[src/rtl/reset_sequencer_pkg.sv]
// Shared types and width helpers for the reset sequencer.
// Exports seq_state_t plus clog2_min1()/max2() for widths.
package reset_sequencer_pkg;

  typedef enum logic [2:0] {
    HOLD,
    WAIT,
    GAP,
    DONE,
    ERROR
  } seq_state_t;

  function automatic int clog2_min1(input int v);
    return (v <= 1) ? 1 : $clog2(v);
  endfunction

  function automatic int max2(input int a, input int b);
    return (a > b) ? a : b;
  endfunction

endpackage

[src/rtl/reset_sequencer_if.sv]
// Stage-reset bundle between the sequencer and the stages.
// master: stimulus/stage side; slave: the sequencer.
interface reset_sequencer_if
  import reset_sequencer_pkg::*;
#(
  parameter int NUM_STAGES = 4,
  parameter int EW = clog2_min1(NUM_STAGES)
);
  logic                  SOFT_RST_REQ;
  logic [NUM_STAGES-1:0] STAGE_READY;
  logic [NUM_STAGES-1:0] STAGE_RSTN;
  logic                  SEQ_DONE;
  logic                  SEQ_ERROR;
  logic [EW-1:0]         ERR_STAGE;

  modport master (
    output SOFT_RST_REQ, STAGE_READY,
    input  STAGE_RSTN, SEQ_DONE, SEQ_ERROR, ERR_STAGE
  );

  modport slave (
    input  SOFT_RST_REQ, STAGE_READY,
    output STAGE_RSTN, SEQ_DONE, SEQ_ERROR, ERR_STAGE
  );
endinterface

[src/rtl/rst_seq_timer.sv]
// Saturating up-counter with clear; expired when count hits limit-1.
// Ports: clk, rst_n (sync), clr, en, limit in; expired out.
module rst_seq_timer #(
  parameter int W = 9
) (
  input  logic         clk,
  input  logic         rst_n,
  input  logic         clr,
  input  logic         en,
  input  logic [W-1:0] limit,
  output logic         expired
);
  logic [W-1:0] cnt_q, cnt_d;

  always_comb begin
    cnt_d = cnt_q;
    if (clr) begin
      cnt_d = '0;
    end else if (en && (cnt_q != '1)) begin
      cnt_d = cnt_q + W'(1);
    end
  end

  always_ff @(posedge clk) begin
    if (!rst_n) cnt_q <= '0;
    else        cnt_q <= cnt_d;
  end

  // The edge that sees limit-1 is the limit-th edge since clear.
  assign expired = (cnt_q == (limit - W'(1)));
endmodule

[src/rtl/reset_sequencer.sv]
// Ordered release of stage resets with timeout/ready-loss detect.
// Ports: CLK, RSTN (sync, active low), bus (slave modport).
module reset_sequencer
  import reset_sequencer_pkg::*;
#(
  parameter int NUM_STAGES    = 4,
  parameter int RELEASE_DELAY = 8,
  parameter int TIMEOUT       = 256
) (
  input logic               CLK,
  input logic               RSTN,
  reset_sequencer_if.slave  bus
);
  localparam int IW = clog2_min1(NUM_STAGES);
  localparam int TW = clog2_min1(max2(RELEASE_DELAY, TIMEOUT) + 1);
  localparam logic [IW-1:0] LAST = IW'(NUM_STAGES - 1);

  seq_state_t            state_q, state_d;
  logic [IW-1:0]         idx_q, idx_d;
  logic [NUM_STAGES-1:0] rstn_q, rstn_d;
  logic                  done_q, done_d;
  logic                  err_q, err_d;
  logic [IW-1:0]         err_stage_q, err_stage_d;

  logic          tmr_clr, tmr_en, tmr_exp;
  logic [TW-1:0] tmr_limit;
  logic          ready_sel;
  logic [IW-1:0] low_drop;

  rst_seq_timer #(.W(TW)) u_timer (
    .clk     (CLK),
    .rst_n   (RSTN),
    .clr     (tmr_clr),
    .en      (tmr_en),
    .limit   (tmr_limit),
    .expired (tmr_exp)
  );

  always_comb begin
    ready_sel = 1'b0;
    low_drop  = '0;
    for (int i = 0; i < NUM_STAGES; i++) begin
      if (idx_q == IW'(i)) ready_sel = bus.STAGE_READY[i];
    end
    for (int i = NUM_STAGES - 1; i >= 0; i--) begin
      if (!bus.STAGE_READY[i]) low_drop = IW'(i);
    end
  end

  always_comb begin
    state_d     = state_q;
    idx_d       = idx_q;
    rstn_d      = rstn_q;
    done_d      = done_q;
    err_d       = err_q;
    err_stage_d = err_stage_q;
    tmr_clr     = 1'b0;
    tmr_en      = 1'b0;
    tmr_limit   = (state_q == WAIT) ? TW'(TIMEOUT)
                                    : TW'(RELEASE_DELAY);
    if (bus.SOFT_RST_REQ) begin
      state_d     = HOLD;
      idx_d       = '0;
      rstn_d      = '0;
      done_d      = 1'b0;
      err_d       = 1'b0;
      err_stage_d = '0;
      tmr_clr     = 1'b1;
    end else begin
      unique case (state_q)
        HOLD, GAP: begin
          if (tmr_exp) begin
            for (int i = 0; i < NUM_STAGES; i++) begin
              if (idx_q == IW'(i)) rstn_d[i] = 1'b1;
            end
            state_d = WAIT;
            tmr_clr = 1'b1;
          end else begin
            tmr_en = 1'b1;
          end
        end
        WAIT: begin
          // Ready wins over a timer expiring on the same edge.
          if (ready_sel) begin
            tmr_clr = 1'b1;
            if (idx_q == LAST) begin
              state_d = DONE;
            end else begin
              idx_d   = idx_q + IW'(1);
              state_d = GAP;
            end
          end else if (tmr_exp) begin
            state_d     = ERROR;
            err_d       = 1'b1;
            err_stage_d = idx_q;
          end else begin
            tmr_en = 1'b1;
          end
        end
        DONE: begin
          done_d = 1'b1;
          if (!(&bus.STAGE_READY)) begin
            state_d     = ERROR;
            done_d      = 1'b0;
            err_d       = 1'b1;
            err_stage_d = low_drop;
          end
        end
        ERROR: begin
          state_d = ERROR;
        end
        default: begin
          state_d = HOLD;
        end
      endcase
    end
  end

  always_ff @(posedge CLK) begin
    if (!RSTN) begin
      state_q     <= HOLD;
      idx_q       <= '0;
      rstn_q      <= '0;
      done_q      <= 1'b0;
      err_q       <= 1'b0;
      err_stage_q <= '0;
    end else begin
      state_q     <= state_d;
      idx_q       <= idx_d;
      rstn_q      <= rstn_d;
      done_q      <= done_d;
      err_q       <= err_d;
      err_stage_q <= err_stage_d;
    end
  end

  assign bus.STAGE_RSTN = rstn_q;
  assign bus.SEQ_DONE   = done_q;
  assign bus.SEQ_ERROR  = err_q;
  assign bus.ERR_STAGE  = err_stage_q;
endmodule
[src/flat_wrapper.sv]
// flat-port wrapper written by rule: the top's interface ports become plain ports
module reset_sequencer_flat import reset_sequencer_pkg::*;
#(
  parameter int NUM_STAGES    = 4,
  parameter int RELEASE_DELAY = 8,
  parameter int TIMEOUT       = 256
)
  (CLK, RSTN, bus_SOFT_RST_REQ, bus_STAGE_READY, bus_STAGE_RSTN, bus_SEQ_DONE, bus_SEQ_ERROR, bus_ERR_STAGE);
  reset_sequencer_if #(.NUM_STAGES(NUM_STAGES)) bus_i ();
  input logic CLK;
  input logic RSTN;
  input wire logic [$bits(bus_i.SOFT_RST_REQ)-1:0] bus_SOFT_RST_REQ;
  input wire logic [$bits(bus_i.STAGE_READY)-1:0] bus_STAGE_READY;
  output wire logic [$bits(bus_i.STAGE_RSTN)-1:0] bus_STAGE_RSTN;
  output wire logic [$bits(bus_i.SEQ_DONE)-1:0] bus_SEQ_DONE;
  output wire logic [$bits(bus_i.SEQ_ERROR)-1:0] bus_SEQ_ERROR;
  output wire logic [$bits(bus_i.ERR_STAGE)-1:0] bus_ERR_STAGE;
  assign bus_i.SOFT_RST_REQ = bus_SOFT_RST_REQ;
  assign bus_i.STAGE_READY = bus_STAGE_READY;
  assign bus_STAGE_RSTN = bus_i.STAGE_RSTN;
  assign bus_SEQ_DONE = bus_i.SEQ_DONE;
  assign bus_SEQ_ERROR = bus_i.SEQ_ERROR;
  assign bus_ERR_STAGE = bus_i.ERR_STAGE;
  reset_sequencer #(.NUM_STAGES(NUM_STAGES), .RELEASE_DELAY(RELEASE_DELAY), .TIMEOUT(TIMEOUT)) u_core (.CLK(CLK), .RSTN(RSTN), .bus(bus_i));
endmodule
[config.mk]
export PLATFORM = sky130hd
export DESIGN_NAME = reset_sequencer_flat
export DESIGN_NICKNAME = d
export VERILOG_FILES = /design/src/rtl/reset_sequencer_pkg.sv /design/src/rtl/reset_sequencer_if.sv /design/src/rtl/rst_seq_timer.sv /design/src/rtl/reset_sequencer.sv /design/src/flat_wrapper.sv
export SDC_FILE = /design/constraint.sdc
export NUM_CORES = 1
export LEC_CHECK = 0
export CAP_MARGIN = 20
export CORE_UTILIZATION = 53
export CTS_CLUSTER_SIZE = 40
export DETAILED_ROUTE_END_ITERATION = 10
export GPL_TIMING_DRIVEN = 0
export PLACE_DENSITY = 0.77
export RECOVER_POWER = 100
export SETUP_SLACK_MARGIN = 0.3
export SLEW_MARGIN = 25
export SYNTH_ARGS = -nofsm -noshare
export SYNTH_HDL_FRONTEND = slang
export SYNTH_SLANG_ARGS = --single-unit
[constraint.sdc]
create_clock -name CLK -period 3.1 [get_ports CLK]
set_clock_uncertainty 0.15 [all_clocks]
set_input_delay 0.465 -clock CLK [delete_from_list [all_inputs] [get_ports CLK]]
set_output_delay 0.465 -clock CLK [all_outputs]
set_load 0.01 [all_outputs]
### Word level (Yosys, flattened, before mapping)

Cells that the tools add are included.

* logic and storage cells: 76
* bits of input ports: 7
* register bits after elaboration: 22
* output and inout port bits: 8

* bitwise gates (word level): 2
* mux-type cells: 32
* equal/unequal tests: 14
* reductions and logical operators: 15
* add/sub/neg operators: 3

Operator list (number)
* 3-bit AND reduction: 6
* 1-bit 2-to-1 mux: 15
* 2-bit 2-to-1 mux: 7
* 3-bit 2-to-1 mux: 4
* 3-bit case mux with 4 select lines: 1
* 9-bit by 1-bit adder with 9-bit output (second input constant): 1
* 9-bit == test: 1
* 9-bit 2-to-1 mux: 1
* 9-bit inequality test (second input constant): 1
* 9-bit by 1-bit subtractor with 9-bit output (second input constant): 1
* 4-bit AND reduction: 2
* 3-bit by 2-bit == test with 1-bit output (second input constant): 2
* 1-bit case mux with 2 select lines: 3
* 2-bit OR reduction: 3
* 2-bit == test (second input constant): 2
* 2-bit by 1-bit inequality test with 1-bit output (second input constant): 2
* 2-bit inequality test (second input constant): 2
* 2-bit case mux with 2 select lines: 1
* 3-bit by 1-bit == test with 1-bit output (second input constant): 1
* 3-bit == test (second input constant): 1
* 3-bit zero test: 1
* 3-bit by 1-bit inequality test with 1-bit output (second input constant): 1
* 2-bit by 1-bit adder with 2-bit output (second input constant): 1
* 2-bit by 1-bit == test with 1-bit output (second input constant): 1
* 4 further kinds: 5

### Logic depth before layout (Yosys ltp)

* depth in word-level cells: 9
* mapped depth: 9

### Modules after synthesis

From an unflattened synthesis, not the netlist that was laid out.

* cell total of the unflattened synthesis: 176
* area total of the unflattened synthesis: 1453.9 um^2

By module, submodules not included
* reset_sequencer: instances 1, sequential area each 260.2 um^2, area an instance 744.5 um^2, cells an instance 88
* rst_seq_timer: instances 1, sequential area each 180.2 um^2, area an instance 709.4 um^2, cells an instance 88

### Worst setup path after synthesis

No wires, ideal clock.

* path kind: register to register
* from: reg u_core.idx_q[1]
* to: reg u_core.err_stage_q[0], in the netlist u_core.bus.ERR_STAGE[0]
* cell stages (with the launch flop): 10
* setup time: 0.123 ns
* period minus slack after synthesis: 2.170 ns
* path slack: 0.930 ns
* data arrival time: 1.897 ns
* buffers on the path: 1
* path through: dfxtp_1 > inv_1 > ha_1 > a21oi_2 > a211o_1 > a21boi_2 > or4_4 > buf_6 > a221oi_1 > nor3_1

* cells in the longest elaborated chain, start to end: 7

Ends and longest elaborated chain
* start, declared: RTL line reset_sequencer.sv:19 `logic [IW-1:0] idx_q, idx_d;`
* start signal, assigned: RTL line reset_sequencer.sv:129 `idx_q <= idx_d;`
* 2-bit zero test: RTL line reset_sequencer.sv:43 `if (idx_q == IW'(i)) ready_sel = bus.STAGE_READY[i];`
* 1-bit 2-to-1 mux (3 in a row): RTL line reset_sequencer.sv:43
* 1-bit 2-to-1 mux *: RTL line reset_sequencer.sv:43
* 2-bit inequality test (no line) *
* 4-bit AND reduction (no line) *
* end signal, assigned: RTL line reset_sequencer.sv:133 `err_stage_q <= err_stage_d;`
* end, declared: RTL line reset_sequencer.sv:23 `logic [IW-1:0] err_stage_q, err_stage_d;`

Every way passes the cells marked *; elsewhere a longest branch is shown, timed or not.
A chain may end at the register's enable or synchronous reset.

### Worst setup path after layout

* from: reg u_core.idx_q[0]
* to: reg u_core.err_stage_q[0], in the netlist u_core.bus.ERR_STAGE[0]

* cells in the longest elaborated chain, start to end: 7

Ends and longest elaborated chain (RTL line)
* 2-bit zero test: reset_sequencer.sv:43
* 1-bit 2-to-1 mux (4 in a row): reset_sequencer.sv:43
* 2-bit inequality test (no line)
* 4-bit AND reduction (no line)

Several ways; a longest one is shown, not always the timed one. The select of a mux whose other input is x is not followed.

==> flow_summary_export.csv <==
group,metric,value,unit
clocking,total_clock_sinks,22,
timing,worst_pin_slew,0.5497,ns
clocking,cts.path.max_buffers,2,
clocking,cts_tree,"built",
detailed_routing,wl_per_cell,13.36,um
power_and_ir_drop,p_leak,0.5282,nW
timing,layout_min_cycle_time,2.609,ns
grt,antenna_found_initial,0,
die,die_w,48.78,um
die,die-area,2379,um^2
detailed_routing,wl,2419,um
outcome,outcome,"finished, final reports clean",
finish,post_route_cells_drive_above_1_share,5.844,%
detailed_routing,drc_errors,0,
detailed_routing,average_via_count_per_standard_cell,5.630,
place,dp_hpwl,1827,um
finish,finalNonFillerCells,181,
detailed_routing,first_pass_iters,4,
place,gpl.final_weighted_congestion,0.8631,
clocking,cts_made_buffers,3,
worst_setup_path,timing.setup.critical_path_class,"register to register",
clocking,cts_post_setup_buffers_inserted,0,
timing,setup_violations,0,
worst_setup_path,critical_path_sink_type,"register",
synthesis,synth_enable_flop_cells,0,
hold_path,timing.hold.worst_endpoint,"u_core.bus.SEQ_ERROR",
grt,grt_pass1_wl,4512,um
hold_path,min_delay_path_depth,2,
timing,relSlewSlack,63.07,%
synthesis,ys.flop_type,"dfxtp_1",
worst_setup_path,worst_r2r_path_depth,9,
worst_setup_path,setup.reg_to_reg.worst_slack,0.49,ns
worst_setup_path,critPathArrivalTime,2.68,ns
clocking,cts_root_buffer,"clkbuf_4",
power_and_ir_drop,power.sequential.fraction,52.9,%
die,initial_utilization,57.94,%
detailed_routing,routed-via-count,1019,
worst_setup_path,crit_path_max_fanout,6,
clocking,cts_hold_buf,0,
timing,fmaxAchievable,0.3833,GHz
power_and_ir_drop,comb_power_share,4.7,%
synthesis,yosysUniqueCellTypes,43,
worst_setup_path,critPathLaunch,"u_core.idx_q[0]",
power_and_ir_drop,sw_frac_of_total,20.92,%
hold_path,hold_path.class,"register to register",
synthesis,synth.ff_latch_count,22,
synthesis,post_synth_inst_count,136,
flow_run,maxCapViolCount,0,
finish,antenna-diode-count,0,
grt,grt.overflow.total,0,
worst_setup_path,r2r_startpoint,"u_core.idx_q[0]",
synthesis,synthesis.nets,149,
grt,vias_in_the_first_global_route,984,
detailed_routing,antenna_left,0,
clocking,clk-insertion-delay-late,0.32,ns
power_and_ir_drop,power.switching,0.1127,mW
place,placed_cell_count,177,
clocking,cts-resized-gates,0,
hold_path,hold_path_startpoint,"u_core.bus.SEQ_ERROR",
worst_setup_path,crit_required,3.17,ns
timing,report.final.slew_viol_count,0,
die,top_level_ports,15,
synthesis,syn_area_per_cell,8.528,um^2
synthesis,synth.cell_area,1160,um^2
synthesis,async_flop_share,0,%
grt,grt.total_usage,24.92,%
timing,grt_setup_unrepaired,"false",
timing,setup_total_negative_slack,0,ns
finish,flow.area_growth_from_synthesis,17.48,%
die,fp.dieH,48.78,um
worst_setup_path,setup.worst_path.start_class,"register",
grt,grt_start_max_net_pins,14,
place,number_of_buffers_added_on_ports,14,
synthesis,ys_seq_area_share,37.97,%
detailed_routing,detailedRoute.firstIterationViolations,16,
power_and_ir_drop,power_density,395.4,nW/um^2
power_and_ir_drop,power.clock.fraction,42.4,%
clocking,worst_setup_hold_path_clk_slew,0.13,ns
die,num_rows,16,
clocking,cts.htree.levels,1,
worst_setup_path,reg2reg_to,"u_core.bus.ERR_STAGE[0]",
timing,hold_violations,0,
finish,nets_final,168,
timing,min_period_over_period,84.16,%
power_and_ir_drop,irDropWorstVdd,0.2639,mV
power_and_ir_drop,design_internal_power,0.4261,mW
synthesis,ys.warnings.count,0,
die,floorplan.core_area,2002,um^2
[sequential cells by signal (all words and copies together) (netlist names)]
name and flops:
u_core.idx_q 2, u_core.bus.ERR_STAGE 2, u_core.state_q 3, u_core.bus.SEQ_ERROR 1, u_core.bus.SEQ_DONE 1, u_core.bus.STAGE_RSTN 4
u_core.u_timer.cnt_q 9
[cell usage after synthesis (all sizes together), types with 3 or more instances]
| cell | instances | area, um^2 |
|---|---|---|
| nor2 | 15 | 56.30 |
| nor3b | 3 | 27.52 |
| or3 | 4 | 25.02 |
| inv | 4 | 15.01 |
| dfxtp | 22 | 440.4 |
| nand2b | 5 | 31.28 |
| o21ai | 7 | 38.78 |
| nor3 | 5 | 25.02 |
| nand4 | 3 | 18.77 |
| ha | 6 | 75.07 |
| clkbuf | 3 | 11.26 |
| nand2 | 10 | 40.04 |
| a21oi | 15 | 78.83 |
| nand3 | 6 | 35.03 |
[cells by family (layout without fill, tap and decap cells)]
family	count (synthesis)	count (layout)	share of synthesized area [%]
muxes	1	1	0.8630
buffers and inverters	9	27	3.667
xor gates and xnor gates	3	3	2.266
AOI/OAI and AO/OA	32	32	17.26
adders and majority gates	6	6	6.472
and+or+nand+nor	63	63	31.50
DFF	22	22	37.97
[layout by cell type (no fill, tap or decap), types with 3 or more instances in the layout]
| cell type | netlist | routed |
|---|---|---|
| clkdlybuf4s50_1 | 0 | 5 |
| inv_1 | 4 | 4 |
| clkbuf_1 | 3 | 5 |
| nand3_1 | 5 | 6 |
| o21ai_1 | 5 | 3 |
| nand4_1 | 3 | 3 |
| nand2_1 | 9 | 10 |
| dlygate4sd3_1 | 0 | 9 |
| nor3_1 | 5 | 5 |
| a21oi_1 | 14 | 15 |
| dfxtp_1 | 22 | 22 |
| ha_1 | 6 | 6 |
| clkbuf_4 | 0 | 3 |
| o21ai_0 | 1 | 3 |
| or3_1 | 4 | 4 |
| nand2b_1 | 5 | 5 |
| nor2_1 | 15 | 15 |
[per-stage QoR]
stage | hold WS, ns | utilization, % | setup WS, ns | power [mW] | area [um^2]
6_report | 0.2980 | 68.06 | 0.4912 | 0.5388 | 1363
5_1_grt | 0.3307 | 68.06 | 0.3004 | 0.5539 | 1363
4_1_cts | 0.3059 | 69.25 | 0.7059 | 0.5420 | 1386
3_5_place_dp | 0.2869 | 66.63 | 0.5203 | 0.3177 | 1334
3_3_place_gp | 0.2822 | 66.63 | 0.5174 | 0.3169 | 1334
2_1_floorplan | 0.3037 | - | 0.9299 | 0.3044 | 1160
[metal layers]
layer	track usage [%]	part of all wire (%)	up-vias
met3	4.361	2.9	7
li1	-	-	524
met4	11.27	2.4	0
met2	36.57	44	21
met5	0	0	-
met1	35.57	51	467
[power groups by stage]
| stage | clock network, mW | logic, mW | registers [mW] |
|---|---|---|---|
| finish | 0.228 | 0.0253 | 0.285 |
| global route | 0.240 | 0.0281 | 0.285 |
| CTS | 0.230 | 0.0265 | 0.285 |
| detailed placement | 0 | 0.0264 | 0.291 |
| global placement | 0 | 0.0257 | 0.291 |
| floorplan | 0 | 0.0135 | 0.291 |
[final cells by class]
class | count | area (um^2)
Multi-Input combinational cell | 105 | 661.9
Clock inverter | 1 | 30.03
Clock buffer | 3 | 22.52
Buffer | 5 | 18.77
Timing Repair Buffer | 14 | 140.1
Tap cell | 27 | 33.78
Sequential cell | 22 | 440.4
Inverter | 4 | 15.01
Fill cell | 195 | 639.4
[worst max-delay path: stages, from the launching register on]
cell and delay, ns:
dfxtp_1 0.41, inv_1 0.11, ha_1 0.25, a21oi_1 0.19
a211o_1 0.17, a21boi_0 0.18, or4_4 0.55, clkbuf_1 0.18
a221oi_1 0.25, nor3_1 0.07
[worst max-delay path by stage]
stage,end,slack (ns),cells past startpoint
finish,u_core.bus.ERR_STAGE[0],0.49,9
global route,u_core.bus.ERR_STAGE[0],0.30,9
CTS,u_core.bus.ERR_STAGE[0],0.71,9
detailed placement,u_core.bus.ERR_STAGE[0],0.52,8
global placement,u_core.bus.ERR_STAGE[0],0.52,8
floorplan,u_core.bus.ERR_STAGE[0],0.93,9
No activity file was read; power rests on OpenSTA's default activity.
